[config.mk]
export PLATFORM = sky130hd
export DESIGN_NAME = instr_fetch_unit_flat
export DESIGN_NICKNAME = d
export VERILOG_FILES = /design/src/rtl/instr_fetch_unit_pkg.sv /design/src/rtl/instr_fetch_unit_if.sv /design/src/rtl/instr_fetch_unit_adder_16.sv /design/src/rtl/instr_fetch_unit.sv /design/src/flat_wrapper.sv
export SDC_FILE = /design/constraint.sdc
export NUM_CORES = 1
export LEC_CHECK = 0
export CAP_MARGIN = 10
export CORE_MARGIN = 5
export CORE_UTILIZATION = 40
export DETAILED_ROUTE_END_ITERATION = 16
export PLACE_DENSITY = 0.8
export SLEW_MARGIN = 20
export SYNTH_ARGS = -nofsm -noshare
export SYNTH_HDL_FRONTEND = slang
export SYNTH_SLANG_ARGS = --single-unit
[constraint.sdc]
create_clock -name clk -period 2.2 [get_ports clk]
set_clock_uncertainty 0.15 [all_clocks]
set_input_delay 0.22 -clock clk [delete_from_list [all_inputs] [get_ports clk]]
set_output_delay 0.22 -clock clk [all_outputs]
set_load 0.02 [all_outputs]
[src/rtl/instr_fetch_unit_pkg.sv]
// Shared fetch-stage types and defaults.
// State enum, bus widths, reset PC, PC step and timeout.
package fetch_pkg;

  localparam int INSTR_W = 16;
  localparam int ADDR_W  = 16;

  localparam logic [ADDR_W-1:0] RESET_PC_DEF = 16'd0;
  localparam logic [ADDR_W-1:0] PC_STEP_DEF  = 16'd16;
  localparam logic [7:0]        TIMEOUT_DEF  = 8'd255;

  typedef enum logic [1:0] {
    FETCH,
    HOLD,
    ERR
  } state_t;

endpackage

[src/rtl/instr_fetch_unit_if.sv]
// Fetch-stage bus: imem request/ack, decode valid/ready, redirect, error.
// master = fetch unit side, slave = memory/decode/execute side.
interface instr_fetch_unit_if;
  import fetch_pkg::*;

  logic               imem_req;
  logic [ADDR_W-1:0]  imem_addr;
  logic               imem_ack;
  logic [INSTR_W-1:0] imem_rdata;
  logic               instr_valid;
  logic [INSTR_W-1:0] instr;
  logic [ADDR_W-1:0]  instr_pc;
  logic               instr_ready;
  logic               redirect;
  logic [ADDR_W-1:0]  redirect_pc;
  logic               fetch_err;

  modport master (
    output imem_req, imem_addr,
    output instr_valid, instr, instr_pc,
    output fetch_err,
    input  imem_ack, imem_rdata,
    input  instr_ready,
    input  redirect, redirect_pc
  );

  modport slave (
    input  imem_req, imem_addr,
    input  instr_valid, instr, instr_pc,
    input  fetch_err,
    output imem_ack, imem_rdata,
    output instr_ready,
    output redirect, redirect_pc
  );

endinterface

[src/rtl/instr_fetch_unit_adder_16.sv]
// 16-bit ripple adder with carry in/out.
// Ports: a, b, cin in; sum, cout out.
module adder_16 (
  input  logic [15:0] a,
  input  logic [15:0] b,
  input  logic        cin,
  output logic [15:0] sum,
  output logic        cout
);

  assign {cout, sum} = {1'b0, a} + {1'b0, b} + {16'b0, cin};

endmodule

[src/rtl/instr_fetch_unit.sv]
// Instruction fetch stage: PC, imem request, instruction register.
// Ports: clk, rst (async, active-high), bus (fetch master view).
module instr_fetch_unit
  import fetch_pkg::*;
#(
  parameter logic [ADDR_W-1:0] RESET_PC = RESET_PC_DEF,
  parameter logic [ADDR_W-1:0] PC_STEP  = PC_STEP_DEF,
  parameter logic [7:0]        TIMEOUT  = TIMEOUT_DEF
) (
  input logic                clk,
  input logic                rst,
  instr_fetch_unit_if.master bus
);

  state_t             state_q, state_d;
  logic [ADDR_W-1:0]  pc_q, pc_d;
  logic [INSTR_W-1:0] instr_q, instr_d;
  logic [ADDR_W-1:0]  instr_pc_q, instr_pc_d;
  logic               err_q, err_d;
  logic [7:0]         wait_q, wait_d;

  logic [ADDR_W-1:0]  pc_inc;
  logic               unused_cout;
  logic [7:0]         wait_inc;

  adder_16 u_pc_add (
    .a    (pc_q),
    .b    (PC_STEP),
    .cin  (1'b0),
    .sum  (pc_inc),
    .cout (unused_cout)
  );

  assign wait_inc = wait_q + 8'd1;

  always_ff @(posedge clk or posedge rst) begin
    if (rst) begin
      state_q    <= FETCH;
      pc_q       <= RESET_PC;
      instr_q    <= '0;
      instr_pc_q <= '0;
      err_q      <= 1'b0;
      wait_q     <= '0;
    end else begin
      state_q    <= state_d;
      pc_q       <= pc_d;
      instr_q    <= instr_d;
      instr_pc_q <= instr_pc_d;
      err_q      <= err_d;
      wait_q     <= wait_d;
    end
  end

  always_comb begin
    state_d    = state_q;
    pc_d       = pc_q;
    instr_d    = instr_q;
    instr_pc_d = instr_pc_q;
    err_d      = err_q;
    wait_d     = wait_q;
    unique case (state_q)
      FETCH: begin
        // Redirect beats a same-cycle ack: the returned word is stale.
        if (bus.redirect) begin
          pc_d   = bus.redirect_pc;
          wait_d = '0;
        end else if (bus.imem_ack) begin
          instr_d    = bus.imem_rdata;
          instr_pc_d = pc_q;
          pc_d       = pc_inc;
          state_d    = HOLD;
          wait_d     = '0;
        end else begin
          wait_d = wait_inc;
          if (wait_inc == TIMEOUT) begin
            err_d   = 1'b1;
            state_d = ERR;
          end
        end
      end
      HOLD: begin
        if (bus.redirect) begin
          pc_d    = bus.redirect_pc;
          state_d = FETCH;
          wait_d  = '0;
        end else if (bus.instr_ready) begin
          state_d = FETCH;
        end
      end
      ERR: begin
        state_d = ERR;
      end
      default: begin
        state_d = FETCH;
      end
    endcase
  end

  logic req_o;
  logic valid_o;

  always_comb begin
    req_o   = 1'b0;
    valid_o = 1'b0;
    unique case (state_q)
      FETCH:   req_o   = 1'b1;
      HOLD:    valid_o = 1'b1;
      default: ;
    endcase
  end

  assign bus.imem_req    = req_o;
  assign bus.imem_addr   = pc_q;
  assign bus.instr_valid = valid_o;
  assign bus.instr       = instr_q;
  assign bus.instr_pc    = instr_pc_q;
  assign bus.fetch_err   = err_q;

endmodule

[src/flat_wrapper.sv]
// flat-port wrapper written by rule: the top's interface ports become plain ports
module instr_fetch_unit_flat import fetch_pkg::*;
#(
  parameter logic [ADDR_W-1:0] RESET_PC = RESET_PC_DEF,
  parameter logic [ADDR_W-1:0] PC_STEP  = PC_STEP_DEF,
  parameter logic [7:0]        TIMEOUT  = TIMEOUT_DEF
)
  (clk, rst, bus_imem_req, bus_imem_addr, bus_instr_valid, bus_instr, bus_instr_pc, bus_fetch_err, bus_imem_ack, bus_imem_rdata, bus_instr_ready, bus_redirect, bus_redirect_pc);
  instr_fetch_unit_if bus_i ();
  input logic clk;
  input logic rst;
  output wire logic [$bits(bus_i.imem_req)-1:0] bus_imem_req;
  output wire logic [$bits(bus_i.imem_addr)-1:0] bus_imem_addr;
  output wire logic [$bits(bus_i.instr_valid)-1:0] bus_instr_valid;
  output wire logic [$bits(bus_i.instr)-1:0] bus_instr;
  output wire logic [$bits(bus_i.instr_pc)-1:0] bus_instr_pc;
  output wire logic [$bits(bus_i.fetch_err)-1:0] bus_fetch_err;
  input wire logic [$bits(bus_i.imem_ack)-1:0] bus_imem_ack;
  input wire logic [$bits(bus_i.imem_rdata)-1:0] bus_imem_rdata;
  input wire logic [$bits(bus_i.instr_ready)-1:0] bus_instr_ready;
  input wire logic [$bits(bus_i.redirect)-1:0] bus_redirect;
  input wire logic [$bits(bus_i.redirect_pc)-1:0] bus_redirect_pc;
  assign bus_imem_req = bus_i.imem_req;
  assign bus_imem_addr = bus_i.imem_addr;
  assign bus_instr_valid = bus_i.instr_valid;
  assign bus_instr = bus_i.instr;
  assign bus_instr_pc = bus_i.instr_pc;
  assign bus_fetch_err = bus_i.fetch_err;
  assign bus_i.imem_ack = bus_imem_ack;
  assign bus_i.imem_rdata = bus_imem_rdata;
  assign bus_i.instr_ready = bus_instr_ready;
  assign bus_i.redirect = bus_redirect;
  assign bus_i.redirect_pc = bus_redirect_pc;
  instr_fetch_unit #(.RESET_PC(RESET_PC), .PC_STEP(PC_STEP), .TIMEOUT(TIMEOUT)) u_core (.clk(clk), .rst(rst), .bus(bus_i));
endmodule
# [After elaboration in Yosys (flattened, before gate mapping)]
# Cells that the tools add are included.
[totals] regBits=59 latchBits=0 rom_bits=0 memories=0 in_bits=37 word_cells=41 mem_bits_rw=0 output_inout_bits=51
[op_classes] div=0 magnitude_cmp=0 n_mux=16 n_mul=0 bitwise=2 shift=0 n_reduce_logical=7 n_addsub=2 n_eq_ne=8
[op_table] cell="16-bit two-way mux" count=3
[op_table] cell="16-bit case mux with 2 select lines" count=1
[op_table] cell="8-bit two-way mux" count=3
[op_table] cell="16-bit by 5-bit adder with 16-bit output (second input constant)" count=1
[op_table] cell="8-bit case mux with 2 select lines" count=1
[op_table] cell="2-bit two-way mux" count=5
[op_table] cell="3-bit AND reduction" count=3
[op_table] cell="8-bit by 1-bit adder with 8-bit output (second input constant)" count=1
[op_table] cell="8-bit == test (second input constant)" count=1
[op_table] cell="3-bit != test (second input constant)" count=2
[op_table] cell="2-bit case mux with 3 select lines" count=1
[op_table] cell="2-bit != test (second input constant)" count=2
[op_table] cell="4-bit AND reduction" count=1
[op_table] cell="3-bit by 2-bit != test with 1-bit output (second input constant)" count=1
[op_table] cell="2-bit by 1-bit == test with 1-bit output (second input constant)" count=1
[op_table] cell="2-bit == test (second input constant)" count=1
[op_table] cell="2-bit logical NOT" count=1
[op_table] cell="1-bit two-way mux" count=2
[op_table] cell="1-bit inverter" count=2
[op_table] cell="2-bit AND reduction" count=1
[op_table] cell="2-bit nonzero test" count=1

# [Longest topological paths before layout]
# Gate-level depths: netlist of the first run.
[depth] word_depth=6 mapped_depth=6

# [Hierarchy]
# Synthesis of the first run repeated with hierarchy kept, for this count alone.
[unflattened] hier_cells=300 hier_area_um2=3450.8
[modules_own_cells] mod="instr_fetch_unit" cells_per_inst=206 instances=1 area_per_inst_um2=2707.6
[modules_own_cells] mod="adder_16" cells_per_inst=94 instances=1 area_per_inst_um2=743.2

# [Worst setup path before layout of the first run]
# Ideal clock, no wire load.
[synth_timing] path_kind="reg-to-reg" startpoint="register u_core.pc_q[4] (netlist: u_core.bus.imem_addr[4])" endpoint="register u_core.pc_q[14] (netlist: u_core.bus.imem_addr[14])" t_arrival_ns=1.542 period_less_slack_ns=1.775 path_stages_with_launch=7 path_buffers=1 setup_ns=0.083 slack_ns=0.425 path_cell_list="dfrtp_1 -> ha_1 -> and4_1 -> clkbuf_1 -> nand4_1 -> xor2_1 -> o21ai_0"
[synth_via] elab_chain_len=4
[synth_lines] item="from (decl)" line_no="instr_fetch_unit.sv:16" rtl="logic [ADDR_W-1:0] pc_q, pc_d;"
[synth_lines] item="from (signal assigned)" line_no="instr_fetch_unit.sv:46" rtl="pc_q <= pc_d;"
[synth_lines] item="16-bit by 5-bit adder with 16-bit output" line_no="instr_fetch_unit_adder_16.sv:11" rtl="assign {cout, sum} = {1'b0, a} + {1'b0, b} + {16'b0, cin};"
[synth_lines] item="16-bit two-way mux" line_no="instr_fetch_unit.sv:67" rtl="end else if (bus.imem_ack) begin"
[synth_lines] item="16-bit two-way mux" line_no="instr_fetch_unit.sv:64" rtl="if (bus.redirect) begin"
[synth_lines] item="16-bit case mux with 2 select lines" line_no="instr_fetch_unit.sv:61" rtl="unique case (state_q)"
# No other way between the ends. The select of a mux whose other input is x is not followed.
# A chain may end at the register's enable or synchronous reset.

# [Worst setup path after layout of the first run]
[layout_timing] startpoint="register u_core.state_q[0]" endpoint="output port bus_instr_valid"
[layout_via] elab_chain_len=2
[layout_lines] item="from (decl)" line_no="instr_fetch_unit.sv:15" rtl="state_t state_q, state_d;"
[layout_lines] item="from (signal assigned)" line_no="instr_fetch_unit.sv:45" rtl="state_q <= state_d;"
[layout_lines] item="2-bit by 1-bit == test with 1-bit output" line_no="instr_fetch_unit.sv:105" rtl="unique case (state_q)"
[layout_lines] item="1-bit two-way mux" line_no="instr_fetch_unit.sv:105"
[layout_lines] item="to (decl)" line_no="flat_wrapper.sv:14" rtl="output wire logic [$bits(bus_i.instr_valid)-1:0] bus_instr_valid;"
# No other way between the ends.

==> results_dict.tcl, run 1 <==
set metrics [dict create \
    dieArea_um2 8560 \
    synth-compound-area-share 0.122 \
    grt_overflow_total 0 \
    antenna_found_initial 0 \
    syn_inst 300 \
    io_buffers 87 \
    synth.area.top_cells "dfrtp_1 (54%), nand2_1 (14%), o21ai_0 (2.9%), a21oi_1 (2.2%), mux2_2 (1.7%)" \
    reg2reg_slack_ns 0.39 \
    path_class "reg -> out" \
    dr.pass1.iters 4 \
    startpoint "u_core.state_q[0]" \
    synth_fp_nets 340 \
    multi_input_area_um2 1160 \
    synth-adder-area-share 0.0138 \
    hp-class "in -> async" \
    ys.flop_type "dfrtp_1" \
    drv_slew 0 \
    min_period_ns 2.04 \
    synthMuxAreaShare 0.0239 \
    final_util 0.592 \
    cts_buffers 9 \
    grt_pass1_vias 2290 \
    via_count 2463 \
    hpwl_um 5040 \
    setup_viol 0 \
    synth_top_area_share 0.542 \
    grt_max_degree 60 \
    cts_tree "done" \
    ys.warnings.count 0 \
    synth_top_family_by_area "simple AND/OR/NAND/NOR gates" \
    synth_xor_area_frac 0.0129 \
    start_util 0.405 \
    fmax_mhz 491 \
    critPathArrivalTime_ns 1.67 \
    clkSinkCount 59 \
    required_ns 1.83 \
    path_clk_slew_ns 0.07 \
    path_max_fanout 11 \
    ys_seq_elements 59 \
    yosysMostFrequentCell "nand2_1" \
    core_um2 6720 \
    cellLeakagePower_nw 1.82 \
    ys_types 46 \
    fillers 552 \
    vdd_drop_max_mv 0.408 \
    drc 0 \
    max_slew_margin 0.605 \
    insertion_delay_ns 0.33 \
    via_per_inst 5.13 \
    status "finished, final reports clean" \
    antennaDiodeCount 0 \
    timing.final.crit_share 0.926 \
    synth_simple_gate_area_share 0.250 \
    avgSynthCellArea_um2 9.08 \
    dieHeight_um 92.5 \
    tightestPinTransition_ns 0.591 \
    syn2layout_area_growth_pct 46.1 \
    drive_above_1_share 0.100 \
    synth_top_area_cell "dfrtp_1" \
    final_antenna_net_count 0 \
    die_w_um 92.5 \
    seqCellArea_um2 1480 \
    synth_area_um2 2720 \
    crit_path_end_kind "output pin" \
    setup_tns_ns 0 \
    h-tree-depth 3 \
    ctsHoldBuffers 0 \
    ios 88 \
    r2r_cells 5 \
    rows 30 \
    async_flop_share 1.00 \
    first_iter_violations 119 \
    rsz0062_at_grt "no" \
    clock_tree.buffer_depth 2 \
    synth-edff-count 0 \
    timing.rr.end "u_core.bus.imem_addr[13]" \
    nets 435 \
    gr-usage-all-layers 0.168 \
    wl_um 7040 \
    critPathLaunchType "register" \
    cts_setup_buffers 0 \
    grt_pass1_wl_um 11400 \
    reg2reg_from "u_core.state_q[1]" \
    wire_per_inst_um 14.7 \
    gp_congestion 0.806 \
    cap_violations 0 \
    netlist_top_cells_count "nand2_1 (105), dfrtp_1 (59), o21ai_0 (16), a21oi_1 (12), nor2_1 (12)" \
    power_density_nw_per_um2 905 \
    hold_violations 0 \
    clockRootBuffer "clkbuf_8" \
    yosysSeqAreaShare 0.542 \
    cts_resized 0 \
]
## layer usage
metal,vias to the layer above,track usage,part of all wire
met5,-,0,0
met1,1164,0.215,0.43
met2,74,0.265,0.47
met3,13,0.0317,0.071
li1,1212,-,-
met4,0,0.0941,0.026
## worst max-delay path by stage
stage | to | slack [ns]
2_1_floorplan | u_core.bus.fetch_err | 0.37
4_1_cts | bus_instr_valid | 0.04
6_report | bus_instr_valid | 0.16
3_5_place_dp | u_core.bus.imem_addr[7] | 0.07
3_3_place_gp | u_core.bus.imem_addr[7] | 0.1
5_1_grt | bus_instr_valid | 0.05
## stage by stage
| stage | hold WS (ns) | setup WS [ns] | power, mW | std cells | instance area, µm² |
|---|---|---|---|---|---|
| after floorplan | 0.168 | 0.374 | 1.94 | 300 | 2720 |
| after global placement | 0.300 | 0.0993 | 2.49 | 464 | 3750 |
| after detailed placement | 0.306 | 0.0709 | 2.52 | 464 | 3750 |
| after CTS | 0.115 | 0.0399 | 3.63 | 480 | 3980 |
| after global routing | 0.139 | 0.0535 | 3.79 | 480 | 3980 |
| final | 0.117 | 0.163 | 3.60 | 480 | 3980 |
## cells by family (layout without fill, tap and decap cells)
family                   Yosys count  count (layout)
multiplexers                       6               6
AND/OR/NAND/NOR                  154             154
flip-flops                        59              59
XOR/XNOR                           4               4
AO/OA/AOI/OAI                     52              52
adder cells (fa/ha/maj)            3               3
buffers and inverters             22             122
## sequential cells by signal, summed over array words and instances, names as in the netlist
register,count
u_core.bus.instr,16
u_core.bus.imem_addr,16
u_core.state_q,2
u_core.bus.fetch_err,1
u_core.bus.instr_pc,16
u_core.wait_q,8
## power breakdown
part / leakage [nW] / internal [mW] / switching, mW
Clock: 0.119 / 0.694 / 0.422
Sequential: 0.735 / 1.28 / 0.151
Combinational: 0.969 / 0.520 / 0.542
Total: 1.82 / 2.49 / 1.11
## cells in the final DEF (no fill, tap or decap), types with 2 or more instances in the layout
master	Yosys	routed
a21oi_1	12	12
a22oi_1	3	3
a41oi_1	2	2
and2_1	2	2
and3_1	3	3
and4_1	2	2
buf_12	0	2
buf_4	0	11
bufinv_16	0	2
clkbuf_8	0	11
clkdlybuf4s50_1	0	87
clkinv_2	0	3
dfrtp_1	59	58
ha_1	3	3
inv_1	5	4
inv_2	1	2
mux2_2	4	4
mux2i_1	2	2
nand2_1	105	105
nand2b_1	3	3
nand3_1	7	7
nand4_1	6	6
nor2_1	12	12
nor3_1	4	4
nor4_1	2	2
o21ai_0	16	16
o21ai_1	3	3
o22a_1	3	3
o2bb2ai_1	2	2
or3_1	2	2
xor2_1	3	3
## layout make-up
class / count / area share
clock buffers: 11 / 0.0380
clock inverters: 5 / 0.0189
inverters: 6 / 0.00566
multi-input cells: 219 / 0.291
flip-flops and latches: 59 / 0.371
well taps: 80 / 0.0251
repair buffers: 100 / 0.250
## worst max-delay path, cell delays in order (launching register included)
cell and delay [ns]:
dfrtp_2 0.48, nand2b_1 0.10, inv_1 0.14, clkdlybuf4s50_1 0.63
Note: power is estimated with default switching activity, not from simulation.
==> inputs of run 2 (changes only) <==
--- a/config.mk
+++ b/config.mk
@@ -8,7 +8,9 @@
 export CAP_MARGIN = 10
 export CORE_MARGIN = 5
 export CORE_UTILIZATION = 40
+export CTS_CLUSTER_DIAMETER = 30
 export DETAILED_ROUTE_END_ITERATION = 16
+export GPL_TIMING_DRIVEN = 0
 export PLACE_DENSITY = 0.8
 export SLEW_MARGIN = 20
 export SYNTH_ARGS = -nofsm -noshare
==> run 2 against run 1 <==
Combinational power is essentially flat. Fmax grew 4.8%. Global-route usage grew 1.2 points. Critical path depth grew 4. Critical endpoint is now u_core.bus.imem_addr[11]. Register-to-register slack lost 0.11 ns. Final cell count grew 0.63%. Clock power grew 4%. Via count grew 2.2%. Design area shrank 0.79%. Clock-buffer cell count shrank 1. Utilization shrank 0.47 points. Die area is the same.
==> results_dict.tcl, run 2 (synthesis results as in run 1) <==
set metrics [dict create \
    status "finished, final reports clean" \
    place_ws_ns -0.0813 \
    grt_overflow_total 0 \
    power_density_nw_per_um2 924 \
    cellLeakagePower_nw 1.80 \
    ios 88 \
    gp_congestion 0.798 \
    nets 439 \
    dieArea_um2 8560 \
    startpoint "bus_redirect" \
    hold_violations 0 \
    vdd_drop_max_mv 0.397 \
    timing.final.crit_share 0.883 \
    via_count 2518 \
    hpwl_um 5470 \
    gr-usage-all-layers 0.180 \
    layout_commonest_cell "nand2_1" \
    wire_per_inst_um 15.1 \
    setup_ws_ns 0.256 \
    min_period_ns 1.94 \
    tightestPinTransition_ns 0.667 \
    clockPowerShare 0.320 \
    p_comb_frac 0.291 \
    setup_viol 0 \
    rows 30 \
    final_cell_area_um2 3950 \
    path_class "in -> reg" \
    dpl-instance-area_um2 3720 \
    grt_pass1_vias 2487 \
    ctsHoldBuffers 0 \
    cts_tree "done" \
    wl_um 7300 \
    insertion_delay_ns 0.34 \
    dieHeight_um 92.5 \
    clkSinkCount 59 \
    start_util 0.405 \
    dp.cells 468 \
    critPathLaunchType "primary input" \
    rsz0062_at_grt "no" \
    clockRootBuffer "clkbuf_8" \
    first_iter_violations 121 \
    final_util 0.588 \
    die_w_um 92.5 \
    drc 0 \
    clock_tree.buffer_depth 2 \
    required_ns 2.26 \
    hp-class "in -> async" \
    path_clk_slew_ns 0.07 \
    pwr-share-seq 0.389 \
    power.internal_mw 2.53 \
    io_buffers 87 \
    critPathArrivalTime_ns 2.00 \
    total_power_mw 3.65 \
    core_um2 6720 \
    cts_buffers 9 \
    reg2reg_from "u_core.state_q[1]" \
    path_max_fanout 10 \
    antennaDiodeCount 0 \
    p_sw_mw 1.12 \
    h-tree-depth 3 \
    syn2layout_area_growth_pct 45.0 \
    crit_path_end_kind "register" \
    grt_pass1_wl_um 12100 \
    dr.pass1.iters 4 \
    switching_share 0.307 \
    via_per_inst 5.21 \
    final_cell_mix "nand2_1 (105), clkdlybuf4s50_1 (85), dfrtp_1 (59)" \
    drive_above_1_share 0.0769 \
    max_slew_margin 0.553 \
    antenna_found_initial 0 \
    final_cells 483 \
    final_antenna_net_count 0 \
    fmax_mhz 514 \
    drv_slew 0 \
    cap_violations 0 \
    grt_max_degree 35 \
]
==> run 2: changes by cell type in the layout (fill, tap and decap cells not counted), sizes merged <==
cell / previous run / this run
bufinv: 2 / 3
buf: 13 / 7
dlymetal6s2s: 0 / 1
clkinvlp: 0 / 1
clkbuf: 11 / 20
clkdlybuf4s50: 87 / 85
clkinv: 3 / 1
dlygate4sd2: 0 / 1
==> run 2: final timing paths <==
path	to	cells past startpoint	slack, ns
max reg2reg	u_core.bus.imem_addr[2]	3	0.28
max in group asynchronous	u_core.wait_q[4]	3	1.36
min reg2reg	u_core.bus.instr_pc[2]	2	0.32
min in group clk	u_core.bus.instr[11]	3	0.25
max	u_core.bus.imem_addr[11]	7	0.26
min	u_core.bus.instr[0]	2	0.06
==> run 2: layout make-up <==
cell class / instances / area, µm²
plain buffers: 16 / 73.8
well taps: 80 / 100
clock inverters: 5 / 103
fillers: 565 / 2770
multi-input cells: 219 / 1150
inverters: 6 / 25.0
repair buffers: 88 / 892
clock buffers: 10 / 128
flip-flops and latches: 59 / 1480
==> run 2: timing repair <==
item	CTS	global route
buffers inserted	0	0
setup endpoints to repair	1	1
resized for setup	1	1
==> run 2: metal layers <==
layer	wire length, µm	GRT usage	up-vias
met4	171	0.0792	0
li1	-	-	1217
met1	2980	0.225	1201
met2	3680	0.294	87
met5	0	0	-
met3	466	0.0431	13
==> run 2: metrics by stage <==
stage | hold slack [ns] | TNS (ns)
finish | 0.0574 | 0
floorplan | 0.168 | 0
global placement | 0.300 | -42.97
global route | 0.0752 | 0
detailed placement | 0.307 | -0.826
CTS | 0.0627 | 0
==> run 2: power by group through the flow <==
stage	sequential (mW)	combinational (mW)	clock [mW]
floorplan	1.65	0.288	0
global placement	1.43	1.05	0
detailed placement	1.44	1.07	0
CTS	1.42	1.08	1.19
global route	1.45	1.14	1.24
finish	1.42	1.06	1.17
==> run 2: worst max-delay path, stage by stage <==
cell	delay, ns
clkdlybuf4s50_1	0.52
buf_2	0.26
inv_2	0.05
clkbuf_1	0.22
a21oi_1	0.38
o21ai_0	0.19
o2bb2ai_1	0.16
